**config.mk**
```make
export PLATFORM = sky130hd
export DESIGN_NAME = core_lsu
export DESIGN_NICKNAME = d
export VERILOG_FILES = /design/src/rtl/core_lsu.sv
export SDC_FILE = /design/constraint.sdc
export NUM_CORES = 1
export LEC_CHECK = 0
export BUFFER_PORTS_ARGS = -buffer_cell sky130_fd_sc_hd__buf_2
export CAP_MARGIN = 25
export CORE_MARGIN = 2
export CORE_UTILIZATION = 45
export DETAILED_ROUTE_END_ITERATION = 8
export PLACE_DENSITY = 0.72
export REMOVE_ABC_BUFFERS = 1
export SYNTH_ARGS = -nofsm -noshare
export SYNTH_HDL_FRONTEND = slang
export SYNTH_SLANG_ARGS = --single-unit
export TNS_END_PERCENT = 5
```
**constraint.sdc**
```tcl
create_clock -name clk -period 5.02 [get_ports clk]
set_clock_uncertainty 0.2 [all_clocks]
set_input_delay 1.004 -clock clk [delete_from_list [all_inputs] [get_ports clk]]
set_output_delay 1.004 -clock clk [all_outputs]
set_load 0.05 [all_outputs]
```
**src/rtl/core_lsu.sv**
```systemverilog
// core_lsu: load/store stage between execute and the data bus.
// Runs one request/acknowledge bus transaction per accepted memory
// instruction and writes extended load data back to the register file.
module core_lsu #(
  parameter int TIMEOUT = 64
) (
  input  logic        clk,
  input  logic        rst,
  input  logic        req_in,
  input  logic        we_in,
  input  logic [2:0]  func3_in,
  input  logic [31:0] addr_in,
  input  logic [31:0] wdata_in,
  input  logic [4:0]  rd_in,
  output logic        bus_req_out,
  output logic        bus_we_out,
  output logic [31:0] bus_addr_out,
  output logic [3:0]  bus_be_out,
  output logic [31:0] bus_wdata_out,
  input  logic        bus_ack_in,
  input  logic [31:0] bus_rdata_in,
  output logic        hold_flag_out,
  output logic        reg_we_out,
  output logic [4:0]  reg_write_addr_out,
  output logic [31:0] reg_write_data_out,
  output logic        misalign_out,
  output logic        timeout_out
);

  typedef enum logic [1:0] {IDLE, BUSY, WB} state_t;

  state_t      state, state_nxt;
  logic [8:0]  wait_cnt;
  logic        lat_we;
  logic [2:0]  lat_f3;
  logic [31:0] lat_addr;
  logic [31:0] lat_wdata;
  logic [4:0]  lat_rd;
  logic [31:0] load_q;
  logic        misalign_q;
  logic        timeout_q;

  logic        legal;
  logic        aligned;
  logic        accept;
  logic        reject;
  logic        at_limit;
  logic [7:0]  byte_sel;
  logic [15:0] half_sel;
  logic [31:0] load_ext;
  logic [3:0]  be_calc;
  logic [31:0] wdata_calc;

  // Classify the incoming request: legal width code, natural alignment, accept/reject.
  always_comb begin
    if (we_in) begin
      legal = (func3_in[2] == 1'b0) && (func3_in[1:0] != 2'b11);
    end else begin
      legal = (func3_in[1:0] != 2'b11) && !(func3_in[2] && func3_in[1]);
    end
    case (func3_in[1:0])
      2'b01:   aligned = !addr_in[0];
      2'b10:   aligned = (addr_in[1:0] == 2'b00);
      default: aligned = 1'b1;
    endcase
    accept   = (state == IDLE) && req_in && legal && aligned;
    reject   = (state == IDLE) && req_in && !(legal && aligned);
    at_limit = (wait_cnt == 9'(TIMEOUT - 1));
  end

  // Next-state logic; an ack on the limit cycle wins over the timeout.
  always_comb begin
    state_nxt = state;
    case (state)
      IDLE: if (accept) state_nxt = BUSY;
      BUSY: begin
        if (bus_ack_in) begin
          state_nxt = lat_we ? IDLE : WB;
        end else if (at_limit) begin
          state_nxt = IDLE;
        end
      end
      WB:      state_nxt = IDLE;
      default: state_nxt = IDLE;
    endcase
  end

  // State register.
  always_ff @(posedge clk or posedge rst) begin
    if (rst) state <= IDLE;
    else     state <= state_nxt;
  end

  // Request latches, wait counter, captured load word and one-cycle status pulses.
  always_ff @(posedge clk or posedge rst) begin
    if (rst) begin
      wait_cnt   <= '0;
      lat_we     <= 1'b0;
      lat_f3     <= '0;
      lat_addr   <= '0;
      lat_wdata  <= '0;
      lat_rd     <= '0;
      load_q     <= '0;
      misalign_q <= 1'b0;
      timeout_q  <= 1'b0;
    end else begin
      misalign_q <= reject;
      timeout_q  <= (state == BUSY) && !bus_ack_in && at_limit;
      if (accept) begin
        lat_we    <= we_in;
        lat_f3    <= func3_in;
        lat_addr  <= addr_in;
        lat_wdata <= wdata_in;
        lat_rd    <= rd_in;
        wait_cnt  <= '0;
      end else if (state == BUSY) begin
        if (bus_ack_in) begin
          if (!lat_we) load_q <= load_ext;
        end else if (!at_limit) begin
          wait_cnt <= wait_cnt + 9'd1;
        end
      end
    end
  end

  // Pick the addressed lane out of the read word and extend it to 32 bits.
  always_comb begin
    case (lat_addr[1:0])
      2'd0:    byte_sel = bus_rdata_in[7:0];
      2'd1:    byte_sel = bus_rdata_in[15:8];
      2'd2:    byte_sel = bus_rdata_in[23:16];
      default: byte_sel = bus_rdata_in[31:24];
    endcase
    half_sel = lat_addr[1] ? bus_rdata_in[31:16] : bus_rdata_in[15:0];
    case (lat_f3)
      3'b000:  load_ext = {{24{byte_sel[7]}}, byte_sel};
      3'b001:  load_ext = {{16{half_sel[15]}}, half_sel};
      3'b100:  load_ext = {24'd0, byte_sel};
      3'b101:  load_ext = {16'd0, half_sel};
      default: load_ext = bus_rdata_in;
    endcase
  end

  // Byte enables and lane-replicated store data; loads read the whole word.
  always_comb begin
    be_calc    = 4'b1111;
    wdata_calc = '0;
    if (lat_we) begin
      case (lat_f3[1:0])
        2'b00: begin
          be_calc    = 4'b0001 << lat_addr[1:0];
          wdata_calc = {4{lat_wdata[7:0]}};
        end
        2'b01: begin
          be_calc    = lat_addr[1] ? 4'b1100 : 4'b0011;
          wdata_calc = {2{lat_wdata[15:0]}};
        end
        default: begin
          be_calc    = 4'b1111;
          wdata_calc = lat_wdata;
        end
      endcase
    end
  end

  // Output drive: bus fields only while requesting, register write only in WB.
  always_comb begin
    bus_req_out        = 1'b0;
    bus_we_out         = 1'b0;
    bus_addr_out       = '0;
    bus_be_out         = '0;
    bus_wdata_out      = '0;
    reg_we_out         = 1'b0;
    reg_write_addr_out = '0;
    reg_write_data_out = '0;
    if (state == BUSY) begin
      bus_req_out   = 1'b1;
      bus_we_out    = lat_we;
      bus_addr_out  = {lat_addr[31:2], 2'b00};
      bus_be_out    = be_calc;
      bus_wdata_out = wdata_calc;
    end
    if (state == WB) begin
      reg_we_out         = (lat_rd != 5'd0);
      reg_write_addr_out = lat_rd;
      reg_write_data_out = load_q;
    end
    hold_flag_out = accept || (state == BUSY) || (state == WB);
    misalign_out  = misalign_q;
    timeout_out   = timeout_q;
  end

endmodule

```
Word level (Yosys, flattened, before mapping)
Cells that the tools add are included.
- add/sub/neg operators: 1
- multipliers: 0
- div/mod/pow operators: 0
- magnitude comparators: 0
- equal/unequal tests: 16
- shift operators: 1
- multiplexer cells: 27
- bitwise gates (word level): 3
- reduce and logical (&&, ||, !) cells: 26
- operator list (operator ; count):
    $mux W32 ; 4
    $pmux W32 S4 ; 1
    $pmux W32 S2 ; 1
    $mux W9 ; 4
    $pmux W8 S3 ; 1
    $mux W16 ; 1
    $mux W4 ; 3
    $logic_and A1 B1 Y1 ; 10
    $add A9 B1 Y9 const B ; 1
    $eq A9 B6 Y1 const B ; 1
    $eq A2 B1 Y1 const B ; 4
    $logic_not A2 Y1 ; 4
    $mux W2 ; 4
    $pmux W4 S2 ; 1
    $eq A2 B2 Y1 const B ; 3
    $eq A3 B3 Y1 const B ; 2
    $ne A2 B2 Y1 const B ; 3
    $mux W5 ; 1
    $reduce_bool A5 Y1 ; 1
    $logic_not A1 Y1 ; 4
    $mux W1 ; 4
    $pmux W2 S2 ; 1
    $reduce_and A4 Y1 ; 1
    $shl A1 B2 Y4 const A ; 1
    other kinds (10) ; 13
- register bits: 118
- bits in latches: 0
- bits in writable memories: 0
- ROM bits: 0
- output and inout port bits: 111
- memories: 0

Longest topological paths before layout
Gate-level depths: netlist of the first run.
- depth after elaboration: 8
- depth in mapped cells: 7
- gate-level depth less buffers: 6

Worst setup path before layout of the first run
OpenSTA, ideal clock, no wires.
- kind: input to output
- from: input port func3_in[0]
- to: output port hold_flag_out
- arrival: 2.355 ns
- setup slack: 1.461 ns
- stages on the path: 7
- path buffers: 1
- cell sequence: inv_1 ha_1 nor2b_1 o21bai_1 a21bo_2 buf_6 nand3_1
- cells in the longest elaborated chain, start to end: 7
- RTL lines (item ; line ; RTL):
    start: declaration ; 11 ; input logic [2:0] func3_in,
    $ne A2 B2 Y1 ; 57, 59 ;
    $logic_and A1 B1 Y1 (on tied branches) ; 59, 57 ;
    $mux W1 ; 56 ; if (we_in) begin
    $logic_and A1 B1 Y1 ; 66 ; accept = (state == IDLE) && req_in && legal && aligned;
    $logic_and A1 B1 Y1 (*) ; 66 ;
    $logic_or A1 B1 Y1 (*) (2 in series) ; 188 ; hold_flag_out = accept || (state == BUSY) || (state == WB);
    end: declaration ; 22 ; output logic hold_flag_out,
Every way passes the cells marked *; elsewhere a longest branch is shown, timed or not.

Worst setup path after layout of the first run
- from: register state[1]
- to: output port bus_wdata_out[11]
- cells in the longest elaborated chain, start to end: 2
- RTL lines (item ; line ; RTL):
    start: declaration ; 32 ; state_t state, state_nxt;
    start signal: assignment ; 91 ; else state <= state_nxt;
    $eq A2 B1 Y1 ; 176 ; if (state == BUSY) begin
    $mux W32 ; 176 ;
    end: declaration ; 19 ; output logic [31:0] bus_wdata_out,
Every way passes these cells.

==> results of run 1 <==
==> worst min-delay path by stage <==
stage / end / slack [ns] / depth (start not counted)
2_1_floorplan: load_q[0]$_DFFE_PP0P_ / 0.24 / 2
3_3_place_gp: load_q[5]$_DFFE_PP0P_ / 0.25 / 2
3_5_place_dp: load_q[3]$_DFFE_PP0P_ / 0.26 / 2
4_1_cts: load_q[3]$_DFFE_PP0P_ / 0.28 / 2
5_1_grt: load_q[29]$_DFFE_PP0P_ / 0.30 / 2
6_report: load_q[2]$_DFFE_PP0P_ / 0.27 / 2
==> metal layers <==
| metal | vias up | part of all wire | track usage |
|---|---|---|---|
| met5 | - | 0 | 0 |
| met3 | 26 | 0.090 | 0.0711 |
| met1 | 2438 | 0.45 | 0.301 |
| li1 | 2504 | - | - |
| met2 | 218 | 0.44 | 0.331 |
| met4 | 0 | 0.020 | 0.0812 |
==> where the power goes <==
group          internal, mW  switching (mW)  leakage [nW]
logic                 0.577           0.783          2.42
clock network         0.711           0.423         0.268
registers              1.31           0.297          1.43
total                  2.59            1.50          4.12
==> state kept, by name, summed over array words and instances, names as in the netlist <==
register	flops
lat_addr	32
lat_f3	3
lat_rd	5
lat_wdata	32
lat_we	1
load_q	32
misalign_out	1
state	2
timeout_out	1
wait_cnt	9
==> layout by cell type, fill, tap and decap left out, types with 2 or more instances in the layout <==
cell,n
clkinv_2,5
mux2_4,30
ha_1,4
clkbuf_8,3
o311ai_0,2
buf_2,217
nand2_1,49
nand3_1,36
and2_1,67
clkbuf_1,2
nor2b_1,3
or3_1,9
nand3b_1,2
mux2_2,43
nand2b_1,13
nor2_1,42
nor4_1,3
conb_1,2
buf_4,9
a211oi_1,7
clkinvlp_4,3
mux2i_1,24
nor3_1,3
and3_1,8
a21oi_1,35
o21ai_0,29
nand4bb_1,2
xnor2_1,2
inv_1,8
clkbuf_16,17
dfrtp_1,117
nor3b_1,9
==> logic make-up after synthesis <==
| kind of cell | count (synthesis) | share of synthesized area |
|---|---|---|
| mux | 98 | 0.189 |
| other cells | 1 | 0.000593 |
| fa+ha+maj | 4 | 0.00792 |
| buf+inv | 53 | 0.0426 |
| simple gates | 250 | 0.209 |
| flops | 118 | 0.467 |
| compound gates | 84 | 0.0792 |
| xor+xnor | 3 | 0.00416 |
==> layout make-up <==
| class | instances | area share |
|---|---|---|
| clock buffer | 22 | 0.0589 |
| clock inverter | 9 | 0.00963 |
| inverter | 9 | 0.00451 |
| multi-input combinational | 441 | 0.385 |
| sequential | 118 | 0.367 |
| tap | 180 | 0.0280 |
| timing repair buffer | 227 | 0.147 |
==> worst register-to-register path, delay by kind of cell (launching register included) <==
kind	cells	cell delay, ns
flops	1	0.79
mux	1	0.65
compound gates	1	0.65
simple gates	1	0.17
==> summary.txt, run 1 <==
OUTCOME
----------------------------------------------------------------------------------------
Status                                                                      finished, final reports clean

DRT
----------------------------------------------------------------------------------------
Residual DRC count                                                                     0
Count of antenna-violating nets left after detailed routing                            0
Router iterations before antenna repair                                                4
Number of violations reported at the end of detailed-routing iteration 0             268
Final Routed Wirelength                                                          16.3 mm
Vias per cell                                                                       5.16
Vias                                                                                5186
WL/cell                                                                          16.2 um

SYNTH
----------------------------------------------------------------------------------------
Sequential cell area fraction in the yosys report                                  0.467
Leading cell type by number of instances after synthesis                         dfrtp_1
Synthesized area divided by synthesized cell count                            10.3 sq um
Leading post-synthesis cells by cell area                                   dfrtp_1 (47%), mux2_2 (7.7%), mux2_4 (7.1%), and2_1 (6.6%), mux2i_1 (3.8%)
Synth Register Bits                                                                  118
Syn Std Cell Area                                                             6320 sq um
Post-Synthesis Cells                                                                 611
Largest area contributor in the netlist                                          dfrtp_1
Async set-reset flop share out of synthesis                                         1.00
Top post-synthesis cells by count                                           dfrtp_1 (118), and2_1 (67), nand2_1 (49)
Primary FF master, synth                                                         dfrtp_1
Number of unique standard cell types used by synthesis                                47
Yosys top cell area share                                                          0.467
Count of flip-flops with a built-in enable after synthesis                             0
Warnings, synthesis                                                                    0

TIMING
----------------------------------------------------------------------------------------
Number of setup violations in the final report                                         0
Least-Margin Pin Slew                                                           0.947 ns
RSZ-0062 raised after global routing                                               false
Worst hold margin                                                               0.273 ns
Pins over their slew limit                                                             0
Final Hold Viols                                                                       0
Relative slew slack                                                                0.369
Tmin final                                                                       3.88 ns
Setup slack after layout                                                         1.14 ns
Share of the clock period used by the worst path                                   0.772
Maximum clock rate                                                               258 MHz
Total Neg Setup Slack                                                               0 ns

FLOORPLANNING
----------------------------------------------------------------------------------------
IO Pins                                                                              220
Core Footprint                                                               13800 sq um
Overall die width                                                                 123 um
Row count                                                                             43
Starting density of the core                                                       0.457
Floorplan die area                                                           15000 sq um
Die Y-Extent                                                                      123 um

GLOBAL ROUTING
----------------------------------------------------------------------------------------
Global-route wire length before repair                                           25.6 mm
Pin count of the biggest net entering global routing                                  45
Total global routing track utilization                                             0.221
Number of antenna violations at the first check in global routing                      1
Overall overflow remaining after global route                                          0
Number of global-route vias before repair                                           4937

FINISH
----------------------------------------------------------------------------------------
Net count of the finished layout                                                     927
Post-Route Utilization                                                             0.582
Non-Filler Cell Area, Final                                                   8050 sq um
Number of standard cells in the final layout excluding fillers                      1006
Area used by multi-input combinational logic                                  3100 sq um
Signed area change from the synthesized netlist to the final layout                27.4%
Proportion of layout cells with a drive suffix above 1                             0.409
FILL cells                                                                          1271
Number of inserted diodes                                                              0
Register cell area after layout                                               2950 sq um

WORST SETUP PATH
----------------------------------------------------------------------------------------
Ordered cell list for the critical path                                     nand2b_1, inv_1, buf_4, nand2_1, a21oi_1, buf_2
Category of cells accounting for the largest share of critical-path delay   simple AND/OR/NAND/NOR gates
Crit path depth                                                                        6
Endpoint of the lowest-slack register-to-register path                      load_q[27]$_DFFE_PP0P_
Launching point of the worst reg2reg path                                   lat_addr[1]$_DFFE_PP0N_
Setup crit end kind                                                         primary output
Number of cells on the worst reg-to-reg path                                           3
Arrival @ worst endpoint                                                         2.67 ns
Reg2reg setup slack                                                              2.39 ns
Slowest library cell on the worst path                                           nand2_1
Required time of the critical path                                               3.82 ns
Timing startpoint of the critical path                                      state[1]$_DFFE_PP0P_
Critical path endpoint                                                      bus_wdata_out[11]
Bufs and invs on worst path                                                            3
Startpoint type of the worst setup path                                        flip-flop
Critical path class                                                           reg -> out
Critical path fanouts, max                                                            40
Slowest stage delay, CP                                                          0.59 ns

PWR
----------------------------------------------------------------------------------------
Leakage                                                                          4.12 nW
Maximum vdd ir drop                                                               262 uV
Cell Pwr Density                                                             509 nW/um^2
Total power consumption of the routed design                                     4.10 mW

PLACED DESIGN
----------------------------------------------------------------------------------------
Placed cell count                                                                    974
Port Buffers                                                                         217
Post-placement worst setup slack                                                 1.52 ns
Final weighted congestion in routability-driven placement                          0.845
Area after detailed placement                                                 7470 sq um
Placed wire-length estimate after detailed placement                             11.3 mm

CLOCKING
----------------------------------------------------------------------------------------
Clock Root Buffer                                                              clkbuf_16
Maximum buffer depth of the clock tree                                                 2
Total CTS buffers                                                                     17
Gates resized, CTS repair                                                              0
Postcts setup bufs                                                                     0
TritonCTS sink count                                                                 118
H-tree level count                                                                     4
Clk slew on worst S/H paths                                                      0.05 ns
Clock tree from TritonCTS                                                           done
Hold Buf Count CTS                                                                     0
Latest clock arrival within the worst-skew pair                                  0.41 ns

HOLD PATH
----------------------------------------------------------------------------------------
Worst hold path type                                                          reg -> reg
Launch instance of the worst min-delay path                                 load_q[2]$_DFFE_PP0P_

RUN
----------------------------------------------------------------------------------------
Number of max-capacitance violations reported                                          0

No activity file was read; power rests on OpenSTA's default activity.
==> inputs of run 2 (changes only) <==
Clock period 5.02 ns to 3.8 ns, I/O delays scaled along.
==> run 2 against run 1 <==
Compared with the run above:
- design area increased by 1.4%
- global-route usage increased by 0.35 points
- register-to-register slack got worse by 1.2 ns
- non-clock buffer count increased by 4
- core utilization increased by 0.79 points
- die area unchanged
- setup slack got worse by 0.67 ns
- flip-flop and latch count unchanged
- sequential share of layout area decreased by 0.49 points
- wire length increased by 1.1%
- first-iteration DRC count increased by 34%
==> summary.txt, run 2 (synthesis gave the netlist of run 1 again) <==
PLACED DESIGN
---------------------------------------------------------------------------------------
Post-placement worst setup slack                                               0.766 ns   -0.750 ns
Placed wire-length estimate after detailed placement                            11.5 mm   +2.1%
Area after detailed placement                                                7520 sq um   +0.67%
Port Buffers                                                                        217   unchanged
Final weighted congestion in routability-driven placement                         0.802   -5.1%

WORST SETUP PATH
---------------------------------------------------------------------------------------
Launching point of the worst reg2reg path                                  lat_addr[1]$_DFFE_PP0N_
Startpoint type of the worst setup path                                       flip-flop
Arrival @ worst endpoint                                                        2.37 ns   -0.30 ns
Timing startpoint of the critical path                                     state[1]$_DFFE_PP0P_
Slowest stage delay, CP                                                         0.52 ns   -0.07 ns
Critical path class                                                          reg -> out
Slowest library cell on the worst path                                          nand2_1
Setup crit end kind                                                        primary output
Ordered cell list for the critical path                                    nand2b_1, inv_1, nand2_1, a21oi_1, buf_2
Required time of the critical path                                              2.84 ns   -0.98 ns
Critical path fanouts, max                                                           25   -38%

DRT
---------------------------------------------------------------------------------------
Number of violations reported at the end of detailed-routing iteration 0            360   +34%
Vias per cell                                                                      5.17   +0.33%
Top Metal Used                                                                     met4
Final Routed Wirelength                                                         16.4 mm   +1.1%
WL/cell                                                                         16.3 um   +0.71%
Wl on met1                                                                      7.11 mm   -2.5%
Router iterations before antenna repair                                               7   +3
Met2 wire len                                                                   7.64 mm   +6.2%
Count of antenna-violating nets left after detailed routing                           0   unchanged
Met3 wire length                                                                1.51 mm   +3.7%
Residual DRC count                                                                    0   unchanged
Vias                                                                               5224   +0.73%

TIMING
---------------------------------------------------------------------------------------
Relative slew slack                                                               0.395   +0.0266
Setup slack after layout                                                       0.472 ns   -0.670 ns
Pins over their slew limit                                                            0   unchanged
Maximum clock rate                                                              301 MHz
RSZ-0062 raised after global routing                                              false
Tmin final                                                                      3.33 ns
Total Neg Setup Slack                                                              0 ns   unchanged
Least-Margin Pin Slew                                                          0.905 ns   -0.0421 ns
Number of setup violations in the final report                                        0   unchanged
Final Hold Viols                                                                      0   unchanged
Share of the clock period used by the worst path                                  0.876
Worst hold margin                                                              0.254 ns   -0.0195 ns

CLOCKING
---------------------------------------------------------------------------------------
Hold Buf Count CTS                                                                    0   unchanged
Maximum buffer depth of the clock tree                                                2   unchanged
Total CTS buffers                                                                    17   unchanged
Clock Root Buffer                                                             clkbuf_16
Clk slew on worst S/H paths                                                     0.05 ns   about the same
Clock tree from TritonCTS                                                          done
TritonCTS sink count                                                                118   unchanged
Gates resized, CTS repair                                                             0   unchanged
Postcts setup bufs                                                                    0   unchanged
H-tree level count                                                                    4   unchanged
Latest clock arrival within the worst-skew pair                                 0.41 ns   about the same

FINISH
---------------------------------------------------------------------------------------
Post-Route Utilization                                                            0.590   +0.00787
Signed area change from the synthesized netlist to the final layout               29.1%
Highest-count cells in the layout ignoring fill and taps                   buf_2 (217), dfrtp_1 (117), and2_1 (67)
Number of inserted diodes                                                             0   unchanged
Proportion of layout cells with a drive suffix above 1                            0.411   +0.00164
Net count of the finished layout                                                    931   +0.43%
Non-Filler Cell Area, Final                                                  8160 sq um   +1.4%
Most common library cell in the layout ignoring fill and taps                     buf_2
Biggest registers after layout                                             lat_addr x32, lat_wdata x32, load_q x32

OUTCOME
---------------------------------------------------------------------------------------
Status                                                                     finished, final reports clean

FLOORPLANNING
---------------------------------------------------------------------------------------
IO Pins                                                                             220   unchanged
Core Footprint                                                              13800 sq um   unchanged
Overall die width                                                                123 um   unchanged
Die Y-Extent                                                                     123 um   unchanged
Row count                                                                            43   unchanged
Starting density of the core                                                      0.457   unchanged
Floorplan die area                                                          15000 sq um   unchanged

PWR
---------------------------------------------------------------------------------------
Cell Pwr Density                                                            695 nW/um^2   +37%
Leakage                                                                         4.19 nW   +1.6%
Maximum vdd ir drop                                                              338 uV   +29%

HOLD PATH
---------------------------------------------------------------------------------------
Worst hold path type                                                        in -> async

GLOBAL ROUTING
---------------------------------------------------------------------------------------
Global-route wire length before repair                                          26.0 mm   +1.4%
Pin count of the biggest net entering global routing                                 52   +16%
Number of global-route vias before repair                                          5023   +1.7%
Overall overflow remaining after global route                                         0   unchanged
Number of antenna violations at the first check in global routing                     0   -1
Total global routing track utilization                                            0.225   +0.00351

RUN
---------------------------------------------------------------------------------------
Number of max-capacitance violations reported                                         0   unchanged

## run 2: where the power goes
| part | internal [mW] | switching, mW |
|---|---|---|
| clock network | 1.19 | 0.543 |
| logic | 0.771 | 1.08 |
| registers | 1.73 | 0.357 |
## run 2: stage by stage
step | power, mW | cells
3_3_place_gp | 3.92 | 979
4_1_cts | 5.72 | 1010
6_report | 5.67 | 1010
2_1_floorplan | 3.41 | 568
3_5_place_dp | 3.96 | 979
5_1_grt | 6.00 | 1010
## run 2: layer usage
layer / track usage / up-vias
met1: 0.292 / 2473
li1: - / 2508
met4: 0.0733 / 0
met2: 0.358 / 229
met5: 0 / -
met3: 0.0702 / 14
## run 2: cell type report
class	count	area (sq um)
clock buffer	22	464
tap	180	225
timing repair buffer	231	1200
sequential	118	2950
inverter	9	36.3
fill	1205	5670
clock inverter	9	174
multi-input combinational	441	3100
## run 2: worst paths after layout
check	to	slack [ns]	cells after the start
hold / removal	load_q[3]$_DFFE_PP0P_	0.25	2
setup / recovery	bus_wdata_out[14]	0.47	5
setup reg to reg	load_q[17]$_DFFE_PP0P_	1.15	3
hold reg to reg	load_q[4]$_DFFE_PP0P_	0.27	2
min in group clk	load_q[4]$_DFFE_PP0P_	0.27	2
max in group asynchronous	load_q[26]$_DFFE_PP0P_	2.36	3
## run 2: critical path, delay by kind of cell, from the launching register on
kind                   cells  cell delay, ns
AOI/OAI and AO/OA          1            0.35
buffers and inverters      2            0.42
DFF                        1            0.42
and+or+nand+nor            2            0.76
